`src/rtl/fir_dout_sink.sv`:
```
// fir_dout_sink: receive-side endpoint for the FIR output stream.
//   Captures VIN/DIN samples into a frame of FRAME_LEN accepted samples.
//   The samples are buffered in a first-word-fall-through FIFO, and the FIFO
//   is drained through a RD_VALID/RD_READY port.
// Ports:
//   CLK, RST           clock, synchronous active-high reset
//   START              one-cycle pulse, arms a capture (honoured in IDLE only)
//   VIN, DIN           input sample valid / signed sample
//   RD_READY           consumer accepts head this cycle
//   RD_VALID/DATA/LAST FIFO head (DATA/LAST forced to 0 when empty)
//   BUSY, FULL, EMPTY, COUNT  status
//   OVERFLOW           sticky: sample dropped in CAPTURE because the FIFO was full
//   FRAME_DONE         one-cycle pulse after the final read of a frame
//   CHECKSUM           (only with FIR_SINK_CHECKSUM_EN) 24-bit running sum of
//                      accepted samples
// Optional feature macro: FIR_SINK_CHECKSUM_EN
module fir_dout_sink #(
  parameter int DATA_WIDTH = 13,
  parameter int DEPTH      = 16,
  parameter int FRAME_LEN  = 64
) (
  input  logic                    CLK,
  input  logic                    RST,
  input  logic                    START,
  input  logic                    VIN,
  input  logic [DATA_WIDTH-1:0]   DIN,
  input  logic                    RD_READY,
  output logic                    RD_VALID,
  output logic [DATA_WIDTH-1:0]   RD_DATA,
  output logic                    RD_LAST,
  output logic                    BUSY,
  output logic                    FULL,
  output logic                    EMPTY,
  output logic [$clog2(DEPTH):0]  COUNT,
  output logic                    OVERFLOW,
`ifdef FIR_SINK_CHECKSUM_EN
  output logic [23:0]             CHECKSUM,
`endif
  output logic                    FRAME_DONE
);
  localparam int AW  = $clog2(DEPTH);
  localparam int FCW = $clog2(FRAME_LEN) + 1;

  typedef enum logic [1:0] {S_IDLE, S_CAPTURE, S_DRAIN} state_e;

  state_e            state_q, state_d;
  logic [AW-1:0]     wptr_q, rptr_q;
  logic [AW:0]       cnt_q;
  logic [FCW-1:0]    fcnt_q;
  logic              ovf_q, done_q, done_d;
  logic [DATA_WIDTH:0] mem_q [DEPTH];   // {last, sample}

  logic rd_fire, wr_en, ovf_set, last_w, arm;
  logic [DATA_WIDTH:0] head;

  assign FULL     = (cnt_q == (AW+1)'(DEPTH));
  assign EMPTY    = (cnt_q == '0);
  assign COUNT    = cnt_q;
  assign RD_VALID = !EMPTY;
  assign BUSY     = (state_q != S_IDLE);
  assign OVERFLOW = ovf_q;
  assign FRAME_DONE = done_q;

  assign head    = mem_q[rptr_q];
  assign RD_DATA = EMPTY ? '0 : head[DATA_WIDTH-1:0];
  assign RD_LAST = EMPTY ? 1'b0 : head[DATA_WIDTH];

  assign rd_fire = RD_VALID && RD_READY;
  assign arm     = (state_q == S_IDLE) && START;
  assign last_w  = (fcnt_q == FCW'(FRAME_LEN - 1));
  // A full FIFO still takes a sample when a read frees a slot on the same edge.
  assign wr_en   = (state_q == S_CAPTURE) && VIN && (!FULL || rd_fire);
  assign ovf_set = (state_q == S_CAPTURE) && VIN && FULL && !rd_fire;

  always_comb begin
    state_d = state_q;
    done_d  = 1'b0;
    case (state_q)
      S_IDLE:    if (START) state_d = S_CAPTURE;
      S_CAPTURE: if (wr_en && last_w) state_d = S_DRAIN;
      S_DRAIN: begin
        // The last accept left at least one entry, so this read empties the FIFO.
        if (rd_fire && cnt_q == (AW+1)'(1)) begin
          state_d = S_IDLE;
          done_d  = 1'b1;
        end
      end
      default:   state_d = S_IDLE;
    endcase
  end

  always_ff @(posedge CLK) begin
    if (RST) begin
      state_q <= S_IDLE;
      wptr_q  <= '0;
      rptr_q  <= '0;
      cnt_q   <= '0;
      fcnt_q  <= '0;
      ovf_q   <= 1'b0;
      done_q  <= 1'b0;
    end else begin
      state_q <= state_d;
      done_q  <= done_d;
      if (wr_en)   wptr_q <= wptr_q + AW'(1);
      if (rd_fire) rptr_q <= rptr_q + AW'(1);
      case ({wr_en, rd_fire})
        2'b10:   cnt_q <= cnt_q + (AW+1)'(1);
        2'b01:   cnt_q <= cnt_q - (AW+1)'(1);
        default: cnt_q <= cnt_q;
      endcase
      if (arm)        fcnt_q <= '0;
      else if (wr_en) fcnt_q <= fcnt_q + FCW'(1);
      if (arm)          ovf_q <= 1'b0;
      else if (ovf_set) ovf_q <= 1'b1;
    end
  end

  // Storage carries no reset; occupancy alone defines validity.
  always_ff @(posedge CLK) begin
    if (wr_en) mem_q[wptr_q] <= {last_w, DIN};
  end

`ifdef FIR_SINK_CHECKSUM_EN
  logic [23:0] chk_q;
  assign CHECKSUM = chk_q;
  always_ff @(posedge CLK) begin
    if (RST || arm) chk_q <= '0;
    else if (wr_en) chk_q <= chk_q + 24'($signed(DIN));
  end
`endif

endmodule

```
`config.mk`:
```
export PLATFORM = sky130hd
export DESIGN_NAME = fir_dout_sink
export DESIGN_NICKNAME = d
export VERILOG_FILES = /design/src/rtl/fir_dout_sink.sv
export SDC_FILE = /design/constraint.sdc
export NUM_CORES = 1
export LEC_CHECK = 0
export ABC_AREA = 1
export BUFFER_PORTS_ARGS = -buffer_cell sky130_fd_sc_hd__buf_2
export CAP_MARGIN = 10
export CORE_UTILIZATION = 55
export DETAILED_ROUTE_END_ITERATION = 6
export MAX_ROUTING_LAYER = met4
export PLACE_DENSITY = 0.75
export SETUP_SLACK_MARGIN = 0.2
export SLEW_MARGIN = 20
export SYNTH_ARGS = -nofsm -noshare
export SYNTH_HDL_FRONTEND = slang
export SYNTH_SLANG_ARGS = --single-unit
```
`constraint.sdc`:
```
create_clock -name CLK -period 2.6 [get_ports CLK]
set_input_delay 0.26 -clock CLK [delete_from_list [all_inputs] [get_ports CLK]]
set_output_delay 0.26 -clock CLK [all_outputs]
set_load 0.05 [all_outputs]
```
==> flow_metrics.tcl <==
set metrics [dict create \
    status "complete, but fails checks" \
    violations "design-rule violations" \
    ff2ff_setup_slack_ns 0.39 \
    gr-total-overflow 0 \
    required_ns 2.34 \
    grt_pass1_vias 7079 \
    fin_setup_tns_ns 0 \
    final.setup_skew_ns 0.0121 \
    start_util 0.561 \
    sequentialPowerShare 0.326 \
    hold_viol 0 \
    synth_edf_count 224 \
    intPower_uw 8830 \
    gp_congestion 0.876 \
    grt_antenna_before_repair 0 \
    drt-total-wl_mm 27.8 \
    n_fill_cell 1264 \
    critPathMaxFanout 7 \
    area_delta_synth_final_pct 23.5 \
    htreeDepth 1 \
    cap_violations 0 \
    first_pass_iters 7 \
    p_sw_frac 0.375 \
    tightest_slew_ns 0.569 \
    end_kind "output port" \
    cpPeakStageDelay_ns 0.48 \
    fin_nets 1064 \
    cts-root-buf "clkbuf_16" \
    layout_common_cells "nand2_1 (301), edfxtp_1 (224), nand3_1 (149)" \
    grt_util_met1 0.368 \
    clock_path_buffers 3 \
    path_clk_slew_ns 0.06 \
    slew_headroom 0.620 \
    cts.sinks 252 \
    synth-seq-cells 252 \
    yosysWarnings 0 \
    postRouteAntennaNets 0 \
    syn_inst 957 \
    drt_iter0_drc 783 \
    synthFlopType "edfxtp_1" \
    synth_area_leaders "edfxtp_1 (64%), nand2_1 (12%), nand3_1 (8.8%)" \
    insertion_delay_ns 0.53 \
    synth_cell_types 27 \
    grt_use_met3 0.0520 \
    min_to "state_q[0]$_SDFFE_PP0P_" \
    met2_usage 0.433 \
    die_w_um 140 \
    reg2reg_depth 10 \
    multiInputGateArea_um2 3270 \
    fin_crit_ns 2.43 \
    min_period_over_period 0.936 \
    rows 50 \
    via_per_inst 5.96 \
    crit_type "flip-flop to output port" \
    cp_common_cell "nand2_1" \
    drc 1 \
    drive_gt1_frac 0.252 \
    grt_max_degree 57 \
    critPathLaunchType "flip-flop" \
    stdcell_area_um2 13000 \
    grt_busiest_layer "met2" \
    worstHoldPathType "primary input to flip-flop" \
    p_comb_frac 0.399 \
    placed_cell_area_um2 11200 \
    ctsHoldBuffers 0 \
    async_reset_ff_frac 0 \
    regArea_um2 7300 \
    crit_path_cell_trace "buf_12 > buf_16 > nand2_1 > nand3_1 > nand3_2 > nand2_2 > nand2_1 > a21oi_2 > buf_6" \
    crit_arrival_ns 2.17 \
    post_drt_wl_per_cell_um 21.5 \
    r2r-start "COUNT[1]$_SDFFE_PP0P_" \
    netlist_area_um2 10500 \
    final_common_cell "nand2_1" \
    core-area_um2 18700 \
    rsz0062_at_grt "true" \
    avgSynthCellArea_um2 11.0 \
    slowest_stage "dfxtp_4" \
    finalSetupViolations 0 \
    switchingPower_uw 5300 \
    chipHeight_um 140 \
    numCtsBuffers 26 \
    cts_tree "built" \
    leakage_uw 0.00490 \
    portBuffers 42 \
    worstReg2RegEnd "mem_q[7][3]$_DFFE_PP_" \
    dr_total_vias 7682 \
    p_per_area_nw_per_um2 1090 \
    grt_pass1_wl_mm 39.7 \
    max_freq_ghz 0.411 \
    grt_usage 0.279 \
    place_hpwl_mm 14.9 \
    die_area_um2 19600 \
    io_pins 43 \
    yosysTopAreaCell "edfxtp_1" \
    clkPwrFrac 0.275 \
    yosys.area.top_type_share 0.641 \
    peakVddDrop_uv 989 \
    hp-start "START" \
    ys_seq_area_frac 0.694 \
    syn_nets 985 \
    n_antenna_cell 0 \
    drv_slew 0 \
    min_path_cells 3 \
]
registers in the layout, indices dropped and copies added (netlist names), named ones only:
signal / flops
wptr_q: 4
mem_q: 224
FRAME_DONE: 1
fcnt_q: 7
COUNT: 5
state_q: 2
rptr_q: 4
OVERFLOW: 1
power groups by stage:
stage	combinational [uW]	sequential, uW	clock [uW]
2_1_floorplan	2940	4690	0
3_3_place_gp	4030	4640	0
3_5_place_dp	4080	4640	0
4_1_cts	4860	4590	3880
5_1_grt	5970	4610	4050
6_report	5650	4600	3890
cell type report:
class	count	area share
Timing Repair inverter	1	0.000676
Multi-Input combinational cell	627	0.253
Sequential cell	252	0.563
Clock inverter	18	0.0163
Tap cell	234	0.0226
Clock buffer	30	0.0530
Inverter	29	0.0100
Timing Repair Buffer	99	0.0818
through the flow:
stage | utilization | hold WS (ns) | total power, uW | std cells | setup WS (ns)
global route | 0.693 | 0.0372 | 14600 | 1290 | 0.135
finish | 0.693 | 0.0178 | 14100 | 1290 | 0.166
global placement | 0.600 | 0.455 | 8670 | 1224 | 0.460
CTS | 0.666 | 0.0101 | 13300 | 1280 | 0.200
detailed placement | 0.600 | 0.473 | 8730 | 1224 | 0.361
floorplan | - | 0.359 | 7630 | 957 | 0.141
worst max path at each step:
| stage | end | cells past startpoint |
|---|---|---|
| 5_1_grt | RD_DATA[6] | 9 |
| 3_5_place_dp | mem_q[5][1]$_DFFE_PP_ | 10 |
| 4_1_cts | RD_LAST | 9 |
| 2_1_floorplan | mem_q[0][0]$_DFFE_PP_ | 10 |
| 3_3_place_gp | mem_q[2][10]$_DFFE_PP_ | 10 |
| 6_report | RD_DATA[6] | 9 |
Yosys cell counts (4+ instances only):
cell type and instances:
a21oi_1 35, inv_2 4, nor3_1 4, nand4_1 5, dfxtp_1 28, nand2_1 335
buf_1 12, o21ai_0 6, inv_1 25, nand2_2 4, buf_2 22, xor2_1 8
edfxtp_1 224, ha_1 10, nand3_1 184, nor2_1 26, clkbuf_1 11
routing by layer:
layer | share of wire | vias up
li1 | - | 3465
met1 | 0.39 | 3672
met2 | 0.49 | 474
met3 | 0.097 | 71
met4 | 0.028 | 0
met5 | 0 | -
critical path: cells and delay by family, from the launching register on:
kind / cells / cell delay [ns]
compound gates: 1 / 0.17
buf+inv: 3 / 0.49
simple gates: 5 / 0.49
flops: 1 / 0.48
cell families (layout without fill, tap and decap cells):
group                    after synthesis  after routing  synth area share
AND/OR/NAND/NOR                      566            566             0.233
adder cells (fa/ha/maj)               10             10            0.0119
buffers and inverters                 78            177            0.0338
XOR/XNOR                               9              9           0.00751
flip-flops                           252            252             0.694
AO/OA/AOI/OAI                         42             42            0.0201
timing repair:
action / in CTS / in global routing
endpoints found under the hold margin: 0 / 0
setup endpoints to repair: 15 / 18
gates resized for setup: 49 / 80
pin swaps: 8 / 53
gates cloned: 5 / 8
buffers inserted: 3 / 2
(Power assumes the default switching activity.)
